$ cat src/rtl/titles_scheduler.sv
// rtl/titles_scheduler.sv - frame-synchronous title layer sequencer (attract/play/game-over)
module titles_scheduler #(
  parameter int BLINK_FRAMES  = 30,
  parameter int REVEAL_FRAMES = 8,
  parameter int OVER_CHARS    = 9,
  parameter int HOLD_FRAMES   = 180
) (
  input  logic       clk,
  input  logic       resetN,
  input  logic       startOfFrame,
  input  logic       gameEnded,
  input  logic       standBy,
  output logic       highEn,
  output logic       scoreEn,
  output logic       creditEn,
  output logic       livesEn,
  output logic       playGame,
  output logic [3:0] revealChars,
  output logic       revealDone,
  output logic [1:0] titlesState
);

  typedef enum logic [1:0] {
    ST_STANDBY = 2'd0,
    ST_PLAY    = 2'd1,
    ST_REVEAL  = 2'd2,
    ST_HOLD    = 2'd3
  } state_e;

  localparam logic [7:0] BLINK_LAST  = 8'(BLINK_FRAMES - 1);
  localparam logic [7:0] REVEAL_LAST = 8'(REVEAL_FRAMES - 1);
  localparam logic [7:0] HOLD_LAST   = 8'(HOLD_FRAMES - 1);
  localparam logic [3:0] CHARS_ALL   = 4'(OVER_CHARS);

  state_e     state_q, state_d;
  logic [7:0] frame_cnt_q, frame_cnt_d;
  logic [7:0] blink_cnt_q, blink_cnt_d;
  logic       blink_on_q, blink_on_d;
  logic [3:0] reveal_q, reveal_d;
  logic       done_q, done_d;
  logic       high_q, high_d;
  logic       score_q, score_d;
  logic       credit_q, credit_d;
  logic       lives_q, lives_d;
  logic       play_q, play_d;
  logic       step_reveal;

  // Next-state, counters and output decode; everything holds between frame pulses.
  always_comb begin
    state_d     = state_q;
    frame_cnt_d = frame_cnt_q;
    blink_cnt_d = blink_cnt_q;
    blink_on_d  = blink_on_q;
    reveal_d    = reveal_q;
    done_d      = done_q;
    high_d      = high_q;
    score_d     = score_q;
    credit_d    = credit_q;
    lives_d     = lives_q;
    play_d      = play_q;
    step_reveal = 1'b0;

    if (startOfFrame) begin
      if (standBy) begin
        state_d = ST_STANDBY;
      end else begin
        case (state_q)
          ST_STANDBY: if (!gameEnded) state_d = ST_PLAY;
          ST_PLAY:    if (gameEnded) state_d = ST_REVEAL;
          ST_REVEAL: begin
            if (frame_cnt_q == REVEAL_LAST) begin
              if (reveal_q + 4'd1 == CHARS_ALL) state_d = ST_HOLD;
              else                              step_reveal = 1'b1;
            end
          end
          ST_HOLD: begin
            if (!gameEnded)                    state_d = ST_PLAY;
            else if (frame_cnt_q == HOLD_LAST) state_d = ST_STANDBY;
          end
          default: state_d = ST_STANDBY;
        endcase
      end

      // Frame counter restarts on every state change and on each revealed character.
      if ((state_d != state_q) || step_reveal) begin
        frame_cnt_d = 8'd0;
      end else if (frame_cnt_q != 8'hFF) begin
        frame_cnt_d = frame_cnt_q + 8'd1;
      end

      // Credit blink restarts visible whenever attract is (re)entered.
      if (state_d == ST_STANDBY) begin
        if (state_q != ST_STANDBY) begin
          blink_cnt_d = 8'd0;
          blink_on_d  = 1'b1;
        end else if (blink_cnt_q == BLINK_LAST) begin
          blink_cnt_d = 8'd0;
          blink_on_d  = ~blink_on_q;
        end else begin
          blink_cnt_d = blink_cnt_q + 8'd1;
        end
      end

      high_d   = 1'b1;
      score_d  = 1'b1;
      credit_d = 1'b1;
      lives_d  = 1'b1;
      play_d   = 1'b0;
      reveal_d = 4'd0;
      done_d   = 1'b0;
      case (state_d)
        ST_STANDBY: begin
          credit_d = blink_on_d;
          lives_d  = 1'b0;
        end
        ST_PLAY: play_d = 1'b1;
        ST_REVEAL: begin
          if (state_q == ST_REVEAL) reveal_d = step_reveal ? reveal_q + 4'd1 : reveal_q;
        end
        ST_HOLD: begin
          reveal_d = CHARS_ALL;
          done_d   = 1'b1;
        end
        default: reveal_d = 4'd0;
      endcase
    end
  end

  // State, counters and registered outputs with asynchronous reset to attract.
  always_ff @(posedge clk or negedge resetN) begin
    if (!resetN) begin
      state_q     <= ST_STANDBY;
      frame_cnt_q <= 8'd0;
      blink_cnt_q <= 8'd0;
      blink_on_q  <= 1'b1;
      reveal_q    <= 4'd0;
      done_q      <= 1'b0;
      high_q      <= 1'b1;
      score_q     <= 1'b1;
      credit_q    <= 1'b1;
      lives_q     <= 1'b0;
      play_q      <= 1'b0;
    end else begin
      state_q     <= state_d;
      frame_cnt_q <= frame_cnt_d;
      blink_cnt_q <= blink_cnt_d;
      blink_on_q  <= blink_on_d;
      reveal_q    <= reveal_d;
      done_q      <= done_d;
      high_q      <= high_d;
      score_q     <= score_d;
      credit_q    <= credit_d;
      lives_q     <= lives_d;
      play_q      <= play_d;
    end
  end

  assign highEn      = high_q;
  assign scoreEn     = score_q;
  assign creditEn    = credit_q;
  assign livesEn     = lives_q;
  assign playGame    = play_q;
  assign revealChars = reveal_q;
  assign revealDone  = done_q;
  assign titlesState = state_q;

endmodule
$ cat config.mk
export PLATFORM = sky130hd
export DESIGN_NAME = titles_scheduler
export DESIGN_NICKNAME = d
export VERILOG_FILES = /design/src/rtl/titles_scheduler.sv
export SDC_FILE = /design/constraint.sdc
export NUM_CORES = 1
export LEC_CHECK = 0
export ABC_CLOCK_PERIOD_IN_PS = 3550
export BUFFER_PORTS_ARGS = -buffer_cell sky130_fd_sc_hd__buf_2
export CAP_MARGIN = 20
export CORE_AREA = 5 5 58 60
export DETAILED_ROUTE_END_ITERATION = 8
export DIE_AREA = 0 0 63 65
export GPL_ROUTABILITY_DRIVEN = 0
export PLACE_DENSITY = 0.9
export SYNTH_ARGS = -nofsm -noshare
export SYNTH_HDL_FRONTEND = slang
export SYNTH_SLANG_ARGS = --single-unit
$ cat constraint.sdc
create_clock -name clk -period 3.55 [get_ports clk]
set_input_delay 0.1775 -clock clk [delete_from_list [all_inputs] [get_ports clk]]
set_output_delay 0.1775 -clock clk [all_outputs]
set_load 0.005 [all_outputs]
## Word-level counts from Yosys, hierarchy flattened

Index checks and enable logic that the tools add are counted.

| storage, ports and cells | value |
|---|---|
| bits of input ports | 5 |
| register bits | 27 |
| logic and storage cells | 62 |

| operators by class | value |
|---|---|
| reductions and logical operators | 8 |
| multiplexer cells | 28 |
| add/sub/neg operators | 3 |
| eq/ne operators | 13 |
| bitwise operators | 1 |

Operators with widths:

| cell | count |
|---|---|
| 8-bit two-way mux | 4 |
| 8-bit by 1-bit adder with 8-bit output, second input constant | 2 |
| 2-bit two-way mux | 8 |
| 1-bit two-way mux | 12 |
| 2-bit equality test, second input constant | 4 |
| 8-bit by 3-bit equality test with 1-bit output, second input constant | 1 |
| 8-bit by 5-bit equality test with 1-bit output, second input constant | 1 |
| 8-bit equality test, second input constant | 1 |
| 4-bit two-way mux | 2 |
| 8-bit inequality test, second input constant | 1 |
| 2-bit case mux with 4 select lines | 1 |
| 4-bit case mux with 2 select lines | 1 |
| 2-bit AND reduction | 3 |
| 4-bit by 1-bit adder with 4-bit output, second input constant | 1 |
| 2-bit by 1-bit equality test with 1-bit output, second input constant | 2 |
| 4-bit equality test, second input constant | 1 |
| 2-bit zero test | 2 |
| 2-bit nonzero test | 2 |
| 3-bit by 2-bit inequality test with 1-bit output, second input constant | 1 |
| 2-bit inequality test | 1 |
| 1-bit logical OR | 1 |
| 1-bit inverter | 1 |

## Depth between registers and ports, before layout

Gate-level depths: netlist of run 1.

| depth | value |
|---|---|
| depth after elaboration | 11 |
| mapped depth | 7 |

## Worst setup path before layout of run 1

OpenSTA, ideal clock, no wires.

| timing path | value |
|---|---|
| kind | reg-to-reg |
| start point | register frame_cnt_q[0] |
| end point | register blink_cnt_q[5] |
| slack | 1.613 ns |
| data arrival time | 1.833 ns |
| stages on the path, launching flop included | 8 |
| required time | 3.447 ns |
| period minus slack after synthesis | 1.937 ns |
| path through | dfrtp_1 > ha_1 > or3b_4 > nor3_2 > a221oi_1 > or2_1 > buf_6 > o41ai_2 |

| between the ends | value |
|---|---|
| word-level cells in the longest chain between the ends | 8 |
| elaborated cells on any way between the ends | 10 |

Ends and longest elaborated chain:

| item | RTL line | source |
|---|---|---|
| from (decl) | 36 | `logic [7:0] frame_cnt_q, frame_cnt_d;` |
| from (signal assigned) | 145 | `frame_cnt_q <= frame_cnt_d;` |
| 8-bit equality test | 78 | `else if (frame_cnt_q == HOLD_LAST) state_d = ST_STANDBY;` |
| 2-bit two-way mux | 78 |  |
| 2-bit two-way mux | 77 | `if (!gameEnded) state_d = ST_PLAY;` |
| 2-bit case mux with 4 select lines * | 67 | `case (state_q)` |
| 2-bit two-way mux * | 64 | `if (standBy) begin` |
| 2-bit two-way mux * | 63 | `if (startOfFrame) begin` |
| 2-bit zero test * | 92 | `if (state_d == ST_STANDBY) begin` |
| 2-bit AND reduction (no source line) * | - |  |
| to (signal assigned) | 146 | `blink_cnt_q <= blink_cnt_d;` |
| to (decl) | 37 | `logic [7:0] blink_cnt_q, blink_cnt_d;` |

Every way passes the cells marked *; elsewhere a longest branch is shown, timed or not. The select of a mux whose other input is x is not followed.
A chain may end at the register's enable or synchronous reset.

## Final worst setup path of run 1

Same ends and word-level chain as after synthesis.

==> out/qor.yml, run 1 <==
run_status:
  status: "finished, final reports clean"
sta:
  period_share_pct: 63.56
  hold_viol: 0
  rsz0062_at_grt: "no"
  maxSlewViolCount: 0
  finalSetupTns_ns: 0
  max_freq_ghz: 0.4432
  fin_skew_ns: 0.01345
  setup_viol: 0
  finalCriticalPeriod_ns: 2.256
  tightestPinTransition_ns: 0.6222
  relSlewSlack_pct: 58.52
critical_path:
  crit_path_max_fanout: 12
  cpPeakStageDelay_ns: 0.43
  critPathLaunchType: "register"
  cp_num_buf_inv: 1
  crit_slowest_cell: "or3b_4"
  timing.rr.end: "blink_cnt_q[5]$_DFFE_PN0P_"
  path_class: "reg -> reg"
  critPathArrivalTime_ns: 2.50
  cp_num_cells: 7
  cp-end-kind: "register"
  crit_path_start: "frame_cnt_q[0]$_DFFE_PN0P_"
  rr_worst_depth: 7
  endpoint: "blink_cnt_q[5]$_DFFE_PN0P_"
  crit_chain: "ha_1, or3b_4, nor3_2, a221oi_1, buf_4, or2_1, o41ai_2"
  cp.required_ns: 3.79
  r2r-start: "frame_cnt_q[0]$_DFFE_PN0P_"
  reg2reg_slack_ns: 1.29
  path_delay_family: "simple AND/OR/NAND/NOR gates"
global_routing:
  grt_overflow_total: 0
  grt_pass1_vias: 1196
  grt_pass1_wl_mm: 5.271
  grt_max_degree: 28
  gr-usage-all-layers_pct: 15.83
  grt_antenna_before_repair: 0
pwr:
  power.density_nw_per_um2: 375.7
  max-vdd-ir-drop_mv: 0.2571
  total_power_mw: 0.6389
  p_leak_nw: 0.7372
clocking:
  tritoncts: "yes"
  clock_path_buffers: 2
  postCtsSetupRepairBufs: 0
  hold_buffers: 1
  root_buffer: "clkbuf_4"
  clkTransAtPathRegs_ns: 0.15
  cts_resized: 0
  cts.sinks: 27
  h-tree-depth: 1
  insertion_delay_ns: 0.33
  cts_made_buffers: 3
finish:
  drive_above_1_share_pct: 14.89
  antenna_cells: 0
  fillerInstances: 254
  areaGrowthSynthToFinish_pct: 7.686
  nNetsFinal: 199
yosys:
  synth_mux_area_share_pct: 0
  synthArstFlopShare_pct: 100.0
  ys_types: 47
  synth-edff-count: 0
  yosys_warnings: 0
  ys_ff_latch: 27
  synth_area_um2: 1579
  yosysTopAreaCellShare_pct: 39.62
  synth_top_family_by_area: "compound AO/OA/AOI/OAI gates"
  syn_inst: 173
  synthTopCellsByArea: "dfrtp_1, o21ai_1, nand2_1"
  synth_fa_ha_area_share_pct: 3.962
  synth-compound-area-share_pct: 22.66
  avgSynthCellArea_um2: 9.127
  yosys.area.top_type: "dfrtp_1"
  synth_xor_area_share_pct: 3.328
  ys_top_cells_by_count: "dfrtp_1, nand2_1, o21ai_1, nor2_1, a21oi_1"
  ys.flop_type: "dfrtp_1"
  ys_seq_area_share_pct: 42.95
  yosysMostFrequentCell: "dfrtp_1"
  synth_simple_gate_area_share_pct: 22.50
floorplanning:
  die-area_um2: 4095
  num_rows: 20
  coreArea_um2: 2878
  die_h_um: 65
  ios: 17
  floorplan.initialDensity_pct: 54.87
  die_x_um: 63
detailed_routing:
  num_vias: 1337
  wire_per_inst_um: 13.97
  drcViolationCount: 0
  drt-pass1-iter-count: 4
  first_iter_violations: 91
  wl_mm: 3.088
  viasPerCell: 6.050
  ant_nets: 0
job:
  max_cap_violations: 0
min_path:
  hp-class: "in -> reg"
placed_design:
  post-dp-hpwl_mm: 2.245
  port_buffers: 14
-- worst reg2reg max path, cell delays in order (launching register included) --
cell      delay, ns
dfrtp_1        0.40
ha_1           0.25
or3b_4         0.43
nor3_2         0.18
a221oi_1       0.07
buf_4          0.19
or2_1          0.35
o41ai_2        0.31
-- sequential cells by signal, summed over array words and instances, names as in the netlist --
| signal | count |
|---|---|
| creditEn | 1 |
| frame_cnt_q | 8 |
| revealChars | 4 |
| livesEn | 1 |
| titlesState | 2 |
| blink_on_q | 1 |
| blink_cnt_q | 8 |
| revealDone | 1 |
| playGame | 1 |
-- metrics by stage --
stage          util [%]  hold slack (ns)  std cells  area (µm²)  worst slack (ns)
2_1_floorplan         -          -0.1181        174        1583             1.613
3_5_place_dp      57.78           0.2081        216        1663             1.312
5_1_grt           59.09           0.2155        221        1700             1.129
3_3_place_gp      57.78           0.2057        216        1663             1.386
6_report          59.09           0.2033        221        1700             1.294
4_1_cts           59.09           0.1948        221        1700             1.300
-- layer usage --
metal,track usage [%],wire length (µm)
met1,21.21,1431
met3,2.600,210
met4,7.692,51
met5,0,0
met2,24.74,1396
-- area by class of cell --
| cell class | instances | area, µm² | area share (%) |
|---|---|---|---|
| Multi-Input combinational cell | 133 | 835.8 | 49.15 |
| Sequential cell | 27 | 678.2 | 39.88 |
| Tap cell | 33 | 41.29 | 2.428 |
| Clock buffer | 3 | 22.52 | 1.325 |
| Inverter | 8 | 30.03 | 1.766 |
| Clock inverter | 1 | 5.005 | 0.2943 |
| Timing Repair Buffer | 16 | 87.58 | 5.151 |
-- logic make-up after synthesis --
logic type | count (synthesis)
simple gates | 68
other cells | 1
compound gates | 52
xor+xnor | 6
fa+ha+maj | 5
buf+inv | 14
flops | 27
-- placed cells by master, fill, tap and decap left out, types with 3 or more instances in the layout --
master / count
dfrtp_1: 25
nand2_1: 18
o21ai_1: 16
nor2_1: 15
buf_2: 14
a21oi_1: 9
inv_1: 8
nand3_1: 8
xor2_1: 6
nand4_1: 5
ha_1: 5
nand2b_1: 4
a211oi_1: 4
o31ai_1: 4
clkbuf_4: 3
-- worst min path at each step --
stage	start	end	slack, ns	cells after the start
after floorplan	resetN	blink_cnt_q[0]$_DFFE_PN0P_	-0.12	0
after global placement	resetN	blink_cnt_q[1]$_DFFE_PN0P_	0.21	1
after global routing	standBy	titlesState[1]$_DFFE_PN0P_	0.22	4
after detailed placement	resetN	blink_cnt_q[0]$_DFFE_PN0P_	0.21	1
final	standBy	titlesState[1]$_DFFE_PN0P_	0.20	4
after CTS	standBy	titlesState[1]$_DFFE_PN0P_	0.19	4
-- power by group --
group          switching (mW)  internal, mW  total, mW
logic                  0.0823        0.0571      0.139
registers              0.0328         0.334      0.367
clock network          0.0901        0.0422      0.132
Power figures use the tool's default switching activity.
==> inputs of run 2 (changes only) <==
Settings changed: ABC_CLOCK_PERIOD_IN_PS 3550 to 2200, CORE_AREA 5 5 58 60 to 5 5 59 61, DIE_AREA 0 0 63 65 to 0 0 64 66, PLACE_DENSITY 0.9 to 0.88.
Clock period 3.55 ns to 2.2 ns, I/O delays scaled along.
==> run 2 against run 1 <==
Cell area grew 1.5%. Final cell count grew 1.4%. Global-route usage grew 0.87 points. Maximum frequency grew 9.1%. Clock-buffer cell count is the same. Worst setup slack lost 1.2 ns. Via count grew 1.5%. Critical path type unchanged. Largest cell class unchanged.
==> out/qor.yml, run 2 (synthesized netlist as in run 1, its figures left out) <==
run_status:
  status: "finished, final reports clean"
detailed_routing:
  first_iter_violations: 131  # +44%
  num_vias: 1357  # +1.5%
  wl_mm: 3.218  # +4.2%
  viasPerCell: 6.058  # +0.14%
  drcViolationCount: 0  # unchanged
  drt-pass1-iter-count: 4  # unchanged
  ant_nets: 0  # unchanged
  wire_per_inst_um: 14.37  # +2.8%
min_path:
  hp-class: "in -> reg"
floorplanning:
  floorplan.initialDensity_pct: 53.93  # -0.94 points
  num_rows: 20  # unchanged
  die_x_um: 64  # +1.6%
  die-area_um2: 4224  # +3.2%
  ios: 17  # unchanged
  coreArea_um2: 2928  # +1.7%
  die_h_um: 66  # +1.5%
placed_design:
  port_buffers: 14  # unchanged
  place_area_um2: 1685  # +1.4%
  post-dp-hpwl_mm: 2.297  # +2.3%
  pre_cts_slack_ns: 0.1525  # -1.159 ns
sta:
  finalCriticalPeriod_ns: 2.068  # -0.1880 ns
  maxSlewViolCount: 0  # unchanged
  finalSetupTns_ns: 0  # unchanged
  tightestPinTransition_ns: 0.6138  # -0.008328 ns
  rsz0062_at_grt: "no"
  fin_skew_ns: 0.01147  # -0.001983 ns
  relSlewSlack_pct: 59.08  # +0.56 points
  setup_ws_ns: 0.1317  # -1.162 ns
  setup_viol: 0  # unchanged
  period_share_pct: 94.01  # +30 points
  hold_viol: 0  # unchanged
  max_freq_ghz: 0.4835  # +9.1%
critical_path:
  path_class: "reg -> reg"
  crit_path_max_fanout: 7  # -5
  critPathLaunchType: "register"
  critPathArrivalTime_ns: 2.32  # -0.18 ns
  cp.required_ns: 2.46  # -1.33 ns
  cp-end-kind: "register"
job:
  max_cap_violations: 0  # unchanged
global_routing:
  grt_max_degree: 28  # unchanged
  grt_pass1_vias: 1273  # +6.4%
  gr-usage-all-layers_pct: 16.70  # +0.87 points
  grt_antenna_before_repair: 0  # unchanged
  grt_overflow_total: 0  # unchanged
  grt_pass1_wl_mm: 5.775  # +9.6%
finish:
  final_cell_area_um2: 1727  # +1.5%
  mostFrequentLayoutCells: "dfrtp_1, nand2_1, o21ai_1"
  drive_above_1_share_pct: 16.23  # +1.3 points
  mostFrequentLayoutCell: "dfrtp_1"
  areaGrowthSynthToFinish_pct: 9.351
  nNetsFinal: 202  # +1.5%
  antenna_cells: 0  # unchanged
clocking:
  hold_buffers: 1  # unchanged
  cts.sinks: 27  # unchanged
  tritoncts: "yes"
  insertion_delay_ns: 0.34  # about the same
  clkTransAtPathRegs_ns: 0.16  # about the same
  h-tree-depth: 1  # unchanged
  cts_resized: 0  # unchanged
  cts_made_buffers: 3  # unchanged
  postCtsSetupRepairBufs: 0  # unchanged
  root_buffer: "clkbuf_4"
  clock_path_buffers: 2  # unchanged
pwr:
  max-vdd-ir-drop_mv: 0.4425  # +72%
  power.density_nw_per_um2: 615.9  # +64%
  p_leak_nw: 0.7521  # +2.0%
run 2: through the flow:
step / util, % / power (mW) / cells / hold WS (ns)
2_1_floorplan: - / 0.7574 / 174 / -0.1856
5_1_grt: 58.97 / 1.135 / 224 / 0.1528
4_1_cts: 58.97 / 1.071 / 224 / 0.1048
3_5_place_dp: 57.56 / 0.8355 / 219 / 0.1483
6_report: 58.97 / 1.063 / 224 / 0.1105
3_3_place_gp: 57.56 / 0.8258 / 219 / 0.1420
run 2: worst max-delay path, stage by stage (launching register included):
cell	delay, ns
dfrtp_1	0.40
ha_1	0.26
or3b_4	0.43
nor3_2	0.17
a221oi_1	0.07
or2_1	0.37
o41ai_2	0.30
run 2: final cells by class:
| cell class | count | area (µm²) |
|---|---|---|
| fillers | 256 | 1201 |
| repair buffers | 19 | 110.1 |
| clock inverters | 1 | 8.758 |
| flip-flops and latches | 27 | 678.2 |
| clock buffers | 3 | 22.52 |
| multi-input cells | 133 | 835.8 |
| inverters | 8 | 30.03 |
| well taps | 33 | 41.29 |
run 2: layer usage:
| metal | wire (µm) | global-route usage, % | vias up |
|---|---|---|---|
| met3 | 210 | 2.211 | 8 |
| met1 | 1389 | 21.45 | 640 |
| met5 | 0 | 0 | - |
| met2 | 1565 | 28.89 | 43 |
| li1 | - | - | 666 |
| met4 | 53 | 5.195 | 0 |
run 2: report_power, final:
group,switching (mW),internal [mW]
logic,0.136,0.101
registers,0.0532,0.539
clock network,0.159,0.0742
total,0.348,0.715
run 2: path summary, 6_finish.rpt:
path	startpoint	endpoint	slack (ns)	depth (start not counted)
hold reg to reg	livesEn$_DFFE_PN0P_	livesEn$_DFFE_PN0P_	0.49	1
min in group asynchronous	resetN	titlesState[0]$_DFFE_PN0P_	0.29	2
max in group asynchronous	resetN	frame_cnt_q[7]$_DFFE_PN0P_	1.50	2
setup reg to reg	frame_cnt_q[0]$_DFFE_PN0P_	blink_cnt_q[5]$_DFFE_PN0P_	0.13	6
hold / removal	standBy	titlesState[1]$_DFFE_PN0P_	0.11	4
setup / recovery	frame_cnt_q[0]$_DFFE_PN0P_	blink_cnt_q[5]$_DFFE_PN0P_	0.13	6
==> inputs of run 3 (changes only) <==
Settings changed: PLACE_DENSITY 0.88 to 0.85.
==> run 3 against run 2 <==
Utilization increased by 0.085 points. Cell area grew 0.14%. Worst setup slack improved by 0.052 ns. Die area unchanged. Register-to-register slack better by 0.05 ns. Sequential power is essentially flat. Total power fell by 1.1%.
==> out/qor.yml, run 3 (synthesized netlist as in run 1, its figures left out) <==
placed_design:
  dp_cells: 219  # unchanged
  port_buffers: 14  # unchanged
  place_area_um2: 1685  # unchanged
  pre_cts_slack_ns: 0.1422  # -0.01028 ns
  post-dp-hpwl_mm: 2.376  # +3.4%
job:
  max_cap_violations: 0  # unchanged
detailed_routing:
  ant_nets: 0  # unchanged
  viasPerCell: 6.103  # +0.74%
  first_iter_violations: 71  # -46%
  num_vias: 1367  # +0.74%
  drt-pass1-iter-count: 4  # unchanged
  wl_mm: 3.253  # +1.1%
  wire_per_inst_um: 14.52  # +1.1%
  drcViolationCount: 0  # unchanged
floorplanning:
  die_h_um: 66  # unchanged
  coreArea_um2: 2928  # unchanged
  die-area_um2: 4224  # unchanged
  die_x_um: 64  # unchanged
  num_rows: 20  # unchanged
  floorplan.initialDensity_pct: 53.93  # unchanged
  ios: 17  # unchanged
global_routing:
  grt_antenna_before_repair: 0  # unchanged
  gr-usage-all-layers_pct: 17.16  # +0.46 points
  grt_max_degree: 28  # unchanged
  grt_overflow_total: 0  # unchanged
  grt_pass1_wl_mm: 5.851  # +1.3%
  grt_pass1_vias: 1290  # +1.3%
finish:
  layout.cells.non_filler: 224  # unchanged
  final_cell_area_um2: 1729  # +0.14%
  areaGrowthSynthToFinish_pct: 9.509
  antenna_cells: 0  # unchanged
  nNetsFinal: 202  # unchanged
  mostFrequentLayoutCell: "dfrtp_1"
  postLayoutCoreUtil_pct: 59.06  # +0.085 points
  mostFrequentLayoutCells: "dfrtp_1, nand2_1, o21ai_1, nor2_1, buf_2"
  drive_above_1_share_pct: 17.28  # +1.0 points
sta:
  finalSetupTns_ns: 0  # unchanged
  tightestPinTransition_ns: 0.6029  # -0.01090 ns
  max_freq_ghz: 0.4961  # +2.6%
  maxSlewViolCount: 0  # unchanged
  period_share_pct: 91.63  # -2.4 points
  relSlewSlack_pct: 59.81  # +0.73 points
  fin_skew_ns: 0.005747  # -0.005722 ns
  setup_viol: 0  # unchanged
  holdWs_ns: 0.1348  # +0.02428 ns
  finalCriticalPeriod_ns: 2.016  # -0.05249 ns
  hold_viol: 0  # unchanged
  rsz0062_at_grt: "no"
  setup_ws_ns: 0.1842  # +0.05249 ns
critical_path:
  crit_path_max_fanout: 7  # unchanged
  critPathArrivalTime_ns: 2.26  # -0.06 ns
  cp-end-kind: "register"
  path_class: "reg -> reg"
  critPathLaunchType: "register"
  cp.required_ns: 2.45  # about the same
clocking:
  cts_made_buffers: 3  # unchanged
  clkTransAtPathRegs_ns: 0.14  # -0.02 ns
  clock_path_buffers: 2  # unchanged
  cts.sinks: 27  # unchanged
  root_buffer: "clkbuf_4"
  postCtsSetupRepairBufs: 0  # unchanged
  tritoncts: "yes"
  insertion_delay_ns: 0.33  # about the same
  h-tree-depth: 1  # unchanged
pwr:
  power.density_nw_per_um2: 608.5  # -1.2%
  total_power_mw: 1.052  # -1.1%
  max-vdd-ir-drop_mv: 0.4654  # +5.2%
  p_leak_nw: 0.7543  # +0.29%
min_path:
  hp-class: "in -> reg"
run_status:
  status: "finished, final reports clean"
-- run 3: final timing paths --
kind                       depth (start not counted)                    endpoint  slack (ns)                        from
setup / recovery                                   6  blink_cnt_q[5]$_DFFE_PN0P_        0.18  frame_cnt_q[0]$_DFFE_PN0P_
hold / removal                                     4  titlesState[1]$_DFFE_PN0P_        0.13                     standBy
setup reg to reg                                   6  blink_cnt_q[5]$_DFFE_PN0P_        0.18  frame_cnt_q[0]$_DFFE_PN0P_
hold reg to reg                                    1         livesEn$_DFFE_PN0P_        0.50         livesEn$_DFFE_PN0P_
max in group asynchronous                          2  frame_cnt_q[7]$_DFFE_PN0P_        1.51                      resetN
min in group asynchronous                          2  blink_cnt_q[6]$_DFFE_PN0P_        0.30                      resetN
-- run 3: layout make-up --
cell class / count / area, µm²
fill: 249 / 1199
multi-input combinational: 133 / 842.1
sequential: 27 / 678.2
timing repair buffer: 19 / 110.1
tap: 33 / 41.29
inverter: 8 / 30.03
clock buffer: 3 / 22.52
clock inverter: 1 / 5.005
-- run 3: timing repair --
action | CTS | global route
endpoints found under the setup margin | 0 | 2
endpoints found under the hold margin | 25 | 0
hold buffers | 1 | 0
resized for setup | 0 | 2
-- run 3: where the power goes --
part           leakage [nW]  internal (mW)  switching [mW]
clock                0.0177         0.0684           0.147
combinational         0.378          0.104           0.139
sequential            0.359          0.539          0.0544
-- run 3: routing by layer --
metal | routed length, µm | global-route usage, % | up-vias
li1 | - | - | 670
met1 | 1468 | 22.08 | 652
met2 | 1540 | 28.27 | 40
met3 | 187 | 3.231 | 5
met4 | 56 | 6.753 | 0
met5 | 0 | 0 | -
-- run 3: critical path, stage by stage (launching register included) --
cell,delay [ns]
dfrtp_1,0.41
ha_1,0.25
or3b_4,0.42
nor3_2,0.19
a221oi_1,0.08
or2_4,0.31
o41ai_2,0.27
